--- config.mk ---
export PLATFORM = sky130hd
export DESIGN_NAME = cc_var_delay
export DESIGN_NICKNAME = d
export VERILOG_FILES = /design/src/rtl/cc_var_delay.sv
export SDC_FILE = /design/constraint.sdc
export NUM_CORES = 1
export LEC_CHECK = 0
export BUFFER_PORTS_ARGS = -buffer_cell sky130_fd_sc_hd__buf_2
export CAP_MARGIN = 20
export CELL_PAD_IN_SITES_DETAIL_PLACEMENT = 2
export CELL_PAD_IN_SITES_GLOBAL_PLACEMENT = 2
export CORE_UTILIZATION = 39
export CTS_CLUSTER_DIAMETER = 200
export DETAILED_ROUTE_END_ITERATION = 12
export HOLD_SLACK_MARGIN = 0.12
export MAX_ROUTING_LAYER = met4
export PLACE_DENSITY = 0.88
export SLEW_MARGIN = 40
export SYNTH_ARGS = -nofsm -noshare
export SYNTH_HDL_FRONTEND = slang
export SYNTH_SLANG_ARGS = --single-unit
export TNS_END_PERCENT = 10
--- constraint.sdc ---
create_clock -name clk -period 2.55 [get_ports clk]
set_input_delay 0.3825 -clock clk [delete_from_list [all_inputs] [get_ports clk]]
set_output_delay 0.3825 -clock clk [all_outputs]
set_load 0.03 [all_outputs]
--- src/rtl/cc_var_delay.sv ---
// cc_var_delay
//   Clock-enabled delay line with MAX_DELAY register stages, each carrying a
//   valid bit next to its data word. The output tap is chosen at runtime, so
//   one instance covers every latency from 0 (pure passthrough) to MAX_DELAY.
//
// Ports
//   clk        rising-edge clock
//   reset      asynchronous active-high clear of every stage and of fill
//   en         advance enable; the line shifts only when en=1
//   flush      synchronous clear of every stage and of fill; beats en
//   delay_sel  requested latency; values above MAX_DELAY clamp to MAX_DELAY
//   in         data word entering stage 0
//   in_valid   qualifier for in
//   out        data at the selected tap (in itself when the delay is 0)
//   out_valid  valid bit at the selected tap (in_valid when the delay is 0)
//   fill       enabled shifts since reset/flush, saturating at MAX_DELAY
//   primed     1 when fill has reached the effective delay
module cc_var_delay #(
  parameter int WIDTH     = 8,
  parameter int MAX_DELAY = 8,
  localparam int SEL_W    = $clog2(MAX_DELAY + 1)
) (
  input  logic             clk,
  input  logic             reset,
  input  logic             en,
  input  logic             flush,
  input  logic [SEL_W-1:0] delay_sel,
  input  logic [WIDTH-1:0] in,
  input  logic             in_valid,
  output logic [WIDTH-1:0] out,
  output logic             out_valid,
  output logic [SEL_W-1:0] fill,
  output logic             primed
);

  logic [WIDTH-1:0]     data_q  [MAX_DELAY];
  logic [WIDTH-1:0]     data_d  [MAX_DELAY];
  logic [MAX_DELAY-1:0] valid_q;
  logic [MAX_DELAY-1:0] valid_d;
  logic [SEL_W-1:0]     fill_q;
  logic [SEL_W-1:0]     fill_d;
  logic [SEL_W-1:0]     eff_delay;

  // Clamp the requested latency so the tap mux can never address past the last stage.
  always_comb begin
    if (delay_sel > SEL_W'(MAX_DELAY)) begin
      eff_delay = SEL_W'(MAX_DELAY);
    end else begin
      eff_delay = delay_sel;
    end
  end

  // Next state of the line: flush clears, en shifts, otherwise everything holds.
  always_comb begin
    data_d  = data_q;
    valid_d = valid_q;
    fill_d  = fill_q;
    if (flush) begin
      for (int i = 0; i < MAX_DELAY; i++) begin
        data_d[i] = {WIDTH{1'b0}};
      end
      valid_d = {MAX_DELAY{1'b0}};
      fill_d  = {SEL_W{1'b0}};
    end else if (en) begin
      // Invalid samples still move through the line; only their tag says so.
      data_d[0]  = in;
      valid_d[0] = in_valid;
      for (int i = 1; i < MAX_DELAY; i++) begin
        data_d[i]  = data_q[i-1];
        valid_d[i] = valid_q[i-1];
      end
      if (fill_q != SEL_W'(MAX_DELAY)) begin
        fill_d = fill_q + SEL_W'(1);
      end else begin
        fill_d = fill_q;
      end
    end else begin
      data_d  = data_q;
      valid_d = valid_q;
      fill_d  = fill_q;
    end
  end

  // Stage storage and fill counter; reset clears them without waiting for clk.
  always_ff @(posedge clk or posedge reset) begin
    if (reset) begin
      for (int i = 0; i < MAX_DELAY; i++) begin
        data_q[i] <= {WIDTH{1'b0}};
      end
      valid_q <= {MAX_DELAY{1'b0}};
      fill_q  <= {SEL_W{1'b0}};
    end else begin
      data_q  <= data_d;
      valid_q <= valid_d;
      fill_q  <= fill_d;
    end
  end

  // Tap mux: delay 0 passes the input straight through, delay k reads stage k-1.
  // The tap follows delay_sel in the same cycle; stage valid bits keep out_valid honest.
  always_comb begin
    out       = in;
    out_valid = in_valid;
    for (int i = 0; i < MAX_DELAY; i++) begin
      out       = (eff_delay == SEL_W'(i + 1)) ? data_q[i]  : out;
      out_valid = (eff_delay == SEL_W'(i + 1)) ? valid_q[i] : out_valid;
    end
  end

  // Status outputs; primed is trivially 1 for delay 0 since fill >= 0.
  always_comb begin
    fill   = fill_q;
    primed = (fill_q >= eff_delay);
  end

endmodule

==> Yosys cells after proc, flatten, opt, wreduce, memory -nomap -nowiden <==
Cells that the tools add are included.
{ "totals": {"register_bits": 76, "ramBits": 0, "inputBits": 17, "word_cells": 49, "latch_bits": 0, "memories": 0, "rom_bits": 0, "out_inout_bits": 14} }
{ "classes": {"mux": 24, "bitwise_logic": 0, "div_mod_pow": 0, "addsub": 1, "shift": 0, "order_cmp": 2, "mul": 0, "eq_ne": 9, "reduce_logical": 3} }
{ "op_table": {"columns": ["cell", "count"], "rows": [
  ["two-way mux 64 bit", 2],
  ["two-way mux 8 bit", 10],
  ["== test 4 x 3 -> 1 bit, second input constant", 4],
  ["two-way mux 4 bit", 4],
  ["== test 4 x 2 -> 1 bit, second input constant", 2],
  ["two-way mux 1 bit", 8],
  ["adder 4 x 1 -> 4 bit, second input constant", 1],
  ["== test 4 x 1 -> 1 bit, second input constant", 1],
  ["== test 4 bit, second input constant", 1],
  ["greater-or-equal comparator 4 bit", 1],
  ["> comparator 4 bit, second input constant", 1],
  ["inequality test 4 bit, second input constant", 1],
  ["nonzero test 2 bit", 2],
  ["AND reduction 2 bit", 1]
]} }

==> Logic depth before layout (Yosys ltp) <==
{ "logic_depth": {"ltp_word": 11, "depth_mapped": 8, "ltp_nobuf": 6} }

==> Worst setup path before layout <==
No wires, ideal clock.
{ "synth_path": {"path_type": "input port to output port", "from": "input port delay_sel[3]", "to": "output port primed", "t_arrival_ns": 1.748, "slack_ns": 0.419, "t_required_ns": 2.168, "cell_stages": 8, "n_path_buf": 3, "cell_sequence": "buf_6 buf_6 inv_1 buf_2 nand2_1 ha_1 o21ai_0 a21oi_1"} }
{ "synth_via": {"elab_chain_cells": 3} }
{ "synth_rtl": {"columns": ["item", "line", "source"], "rows": [
  ["start: declaration", "27", "input logic [SEL_W-1:0] delay_sel,"],
  ["> comparator 4 bit", "46", "if (delay_sel > SEL_W'(MAX_DELAY)) begin"],
  ["two-way mux 4 bit *", "46", null],
  ["greater-or-equal comparator 4 bit *", "113", "primed = (fill_q >= eff_delay);"],
  ["end: declaration", "33", "output logic primed"]
]} }
Mark *: on every way between the ends. The rest lies on a longest branch, timed or not.

==> Final worst setup path <==
{ "layout_path": {"from": "input port delay_sel[2]", "to": "output port out[0]"} }
{ "layout_via": {"elab_chain_cells": 11} }
{ "layout_rtl": {"columns": ["item", "line", "source"], "rows": [
  ["> comparator 4 bit", "46", null],
  ["two-way mux 4 bit *", "46", null],
  ["== test 4 x 1 -> 1 bit", "105", "out = (eff_delay == SEL_W'(i + 1)) ? data_q[i] : out;"],
  ["two-way mux 8 bit (7 in series)", "105", null],
  ["two-way mux 8 bit *", "105", null],
  ["end: declaration", "30", "output logic [WIDTH-1:0] out,"]
]} }
Marked as above.

==> impl_metrics.py <==
metrics = {
    "critical_path": {
        "critPathCaptureType": "output pin",
        "required_ns": 2.17,
        "r2r_end": "fill[1]",
        "slowest_delay_ns": 0.28,
        "path_buf_inv": 3,
        "reg2reg_slack_ns": 0.95,
        "worstPathMaxFanout": 15,
        "worst_ep_arrival_time_ns": 1.89,
        "cpLargestDelayFamily": "buffers and inverters",
        "setup.worst_path.start_class": "primary input",
        "rr_worst_depth": 6,
        "slowest_stage": "buf_2",
        "r2r_start": "fill[0]",
        "path_class": "in2out",
        "cp_cell_sequence": "buf_2, buf_4, nor3_1, a21oi_1, o221ai_1, a21oi_1, buf_2",
    },
    "power": {
        "power.leakage_nw": 2.21,
        "p_clk_share_pct": 33.1,
        "swShare_pct": 29.7,
        "p_comb_share_pct": 15.7,
        "p_total_w": 0.00243,
        "p_int_w": 0.00171,
        "power_density_mw_per_mm2": 540,
        "seqPwrFrac_pct": 51.2,
        "irDropWorstVdd_mv": 0.371,
        "switching_power_w": 0.000723,
    },
    "global_routing": {
        "grt_max_degree": 77,
        "grt_pass1_vias": 3558,
        "grt_util_all_layers_pct": 22.5,
        "antenna_found_initial": 0,
        "grt.overflow.total": 0,
        "grt_first_pass_wirelength_mm": 18.6,
    },
    "clocking": {
        "cts_buffers": 9,
        "h-tree-depth": 3,
        "post_cts_resized": 0,
        "clock-sinks": 76,
        "clk_latency_ns": 0.35,
        "cts.clk_slew.worst_paths_ns": 0.08,
        "cts_tree": "built",
        "cts-root-buf": "clkbuf_8",
        "ctsLongestPathBuffers": 2,
    },
    "sta": {
        "tns_ns": 0,
        "setup_viol": 0,
        "setup_slack_ns": 0.274,
        "timing.final.hold_violations": 0,
        "slew_violations": 0,
        "fin_worst_skew_ns": 0.0102,
        "rsz0062_at_grt": "no",
        "relSlewSlack_pct": 46.4,
        "period_share_pct": 89.3,
        "tightest_slew_ns": 0.805,
        "max_freq_ghz": 0.439,
        "period_needed_ns": 2.28,
    },
    "placed_design": {
        "dpl.hpwl_mm": 7.81,
        "post_dp_cell_area_mm2": 0.00434,
        "io_buffers": 30,
        "pre_cts_slack_ns": 0.314,
        "gp_congestion": 0.797,
    },
    "floorplan": {
        "dieWidth_um": 105,
        "die_h_um": 105,
        "pin_count": 31,
        "die_area_mm2": 0.0110,
        "start_util_pct": 40.2,
        "rows": 37,
        "coreArea_mm2": 0.0103,
    },
    "synth": {
        "yosysTopAreaCell": "dfrtp_1",
        "yosysMostFrequentCell": "nor2_1",
        "yosys_warnings": 0,
        "synth_seq_cells": 76,
        "synth.avg_cell_area_um2": 9.92,
        "synth.top_cell.area_share_pct": 46.1,
        "yosysSeqAreaShare_pct": 46.1,
        "synth_area_mm2": 0.00413,
        "async_flop_share_pct": 100,
        "ys_top_cells_by_count": "nor2_1 (88), dfrtp_1 (76), mux2i_1 (74)",
        "yosysUniqueCellTypes": 39,
        "ys_top_cells_by_area": "dfrtp_1 (46%), mux2i_1 (18%), nor2_1 (8.0%), a21oi_1 (2.5%), buf_6 (2.5%)",
        "synth_nets": 438,
        "synth-edff-count": 0,
        "synthCells": 416,
        "synth-main-ff-cell": "dfrtp_1",
    },
    "final_layout": {
        "nets": 459,
        "drive_gt1_share_pct": 15.6,
        "multiInputGateArea_mm2": 0.00196,
        "n_antenna_cell": 0,
        "final_cell_area_mm2": 0.00451,
        "fillCellCount": 1159,
        "syn_to_final_growth_pct": 9.28,
        "seq_area_mm2": 0.00190,
    },
    "min_path": {
        "holdPathStages": 3,
        "min-delay-start": "in_valid",
        "holdPathEnd": "valid_q[0]",
        "hp-class": "in2reg",
    },
    "drt": {
        "via_count": 3237,
        "antenna_left": 0,
        "vias_per_cell": 5.60,
        "first_pass_iters": 4,
        "drcViolationCount": 0,
        "dr.first_iter.drc_count": 75,
        "drt_wl_total_mm": 11.4,
        "post_drt_wl_per_cell_um": 19.7,
    },
    "outcome": {
        "status": "finished, final reports clean",
    },
    "run": {
        "cap_violations": 0,
    },
}
worst register-to-register path, stage by stage (launching register included):
cell	delay [ns]
dfrtp_1	0.43
inv_1	0.16
ha_1	0.18
nand2_1	0.07
o21ai_0	0.32
mux2i_1	0.23
nor2_1	0.06
power groups by stage:
stage	sequential [W]	combinational, W	clock [W]
floorplan	0.00127	0.000278	0
global placement	0.00127	0.000361	0
detailed placement	0.00127	0.000380	0
CTS	0.00125	0.000386	0.000839
global route	0.00125	0.000415	0.000878
finish	0.00125	0.000382	0.000805
cell usage in the layout, fill, tap and decap left out, drive strengths merged:
cell and instances:
o21a 1, nor2b 8, o211ai 5, clkinvlp 1, nor3 13, inv 8, o21bai 1, nand3 2
a221oi 8, o21ai 19, o22ai 8, nand4 1, dlygate4sd3 1, buf 43, clkbuf 12, a2bb2oi 4
xor2 2, nand2b 3, dfrtp 76, nand2 19, clkinv 3, o32a 1, o221ai 4, o221a 3
a32oi 2, a21boi 1, a21oi 21, nand3b 1, nor2 90, mux2i 74, o2111ai 1, xnor2 1
ha 5
timing repair:
| item | 4_1_cts | 5_1_grt |
|---|---|---|
| buffers inserted | 0 | 0 |
| endpoints found under the hold margin | 22 | 0 |
| hold buffers | 1 | 0 |
final cells by class:
cell class	count	share of cell area, %
Clock buffer	12	3.00
Clock inverter	4	0.583
Inverter	8	0.666
Multi-Input combinational cell	298	43.5
Sequential cell	76	42.2
Tap cell	136	3.77
Timing Repair Buffer	44	6.33
state kept, by name (all words and copies together), names as in the netlist:
name and cells:
data_q 64, valid_q 8, fill 4
through the flow:
step / cells / hold slack (ns) / utilization, %
6_report: 578 / 0.310 / 43.9
5_1_grt: 578 / 0.328 / 43.9
4_1_cts: 578 / 0.297 / 43.9
3_5_place_dp: 561 / 0.452 / 42.2
3_3_place_gp: 561 / 0.441 / 42.2
2_1_floorplan: 416 / 0.487 / -
worst max path at each step:
stage | start | depth (start not counted) | end | slack (ns)
3_3_place_gp | delay_sel[3] | 6 | out[5] | 0.45
5_1_grt | delay_sel[2] | 7 | out[0] | 0.21
3_5_place_dp | delay_sel[3] | 7 | primed | 0.31
6_report | delay_sel[2] | 7 | out[0] | 0.27
2_1_floorplan | reset | 1 | data_q[0] | 0.23
4_1_cts | delay_sel[2] | 7 | out[0] | 0.27
cell families after synthesis:
kind of cell               Yosys count  synth area share [%]
xor gates and xnor gates             3                 0.637
muxes                               74                  18.0
DFF                                 76                  46.1
AOI/OAI and AO/OA                   79                  13.1
buffers and inverters               42                  6.40
and+or+nand+nor                    137                  14.3
adders and majority gates            5                  1.52
layer usage:
layer / vias to the layer above / part of all wire (%) / routed length [um] / GRT usage (%)
met4: 0 / 1.1 / 131 / 6.04
met1: 1690 / 44 / 5000 / 26.2
met2: 40 / 53 / 6030 / 39.9
met3: 14 / 2.2 / 252 / 3.93
li1: 1493 / - / - / -
met5: - / 0 / 0 / -
(Power assumes the default switching activity.)
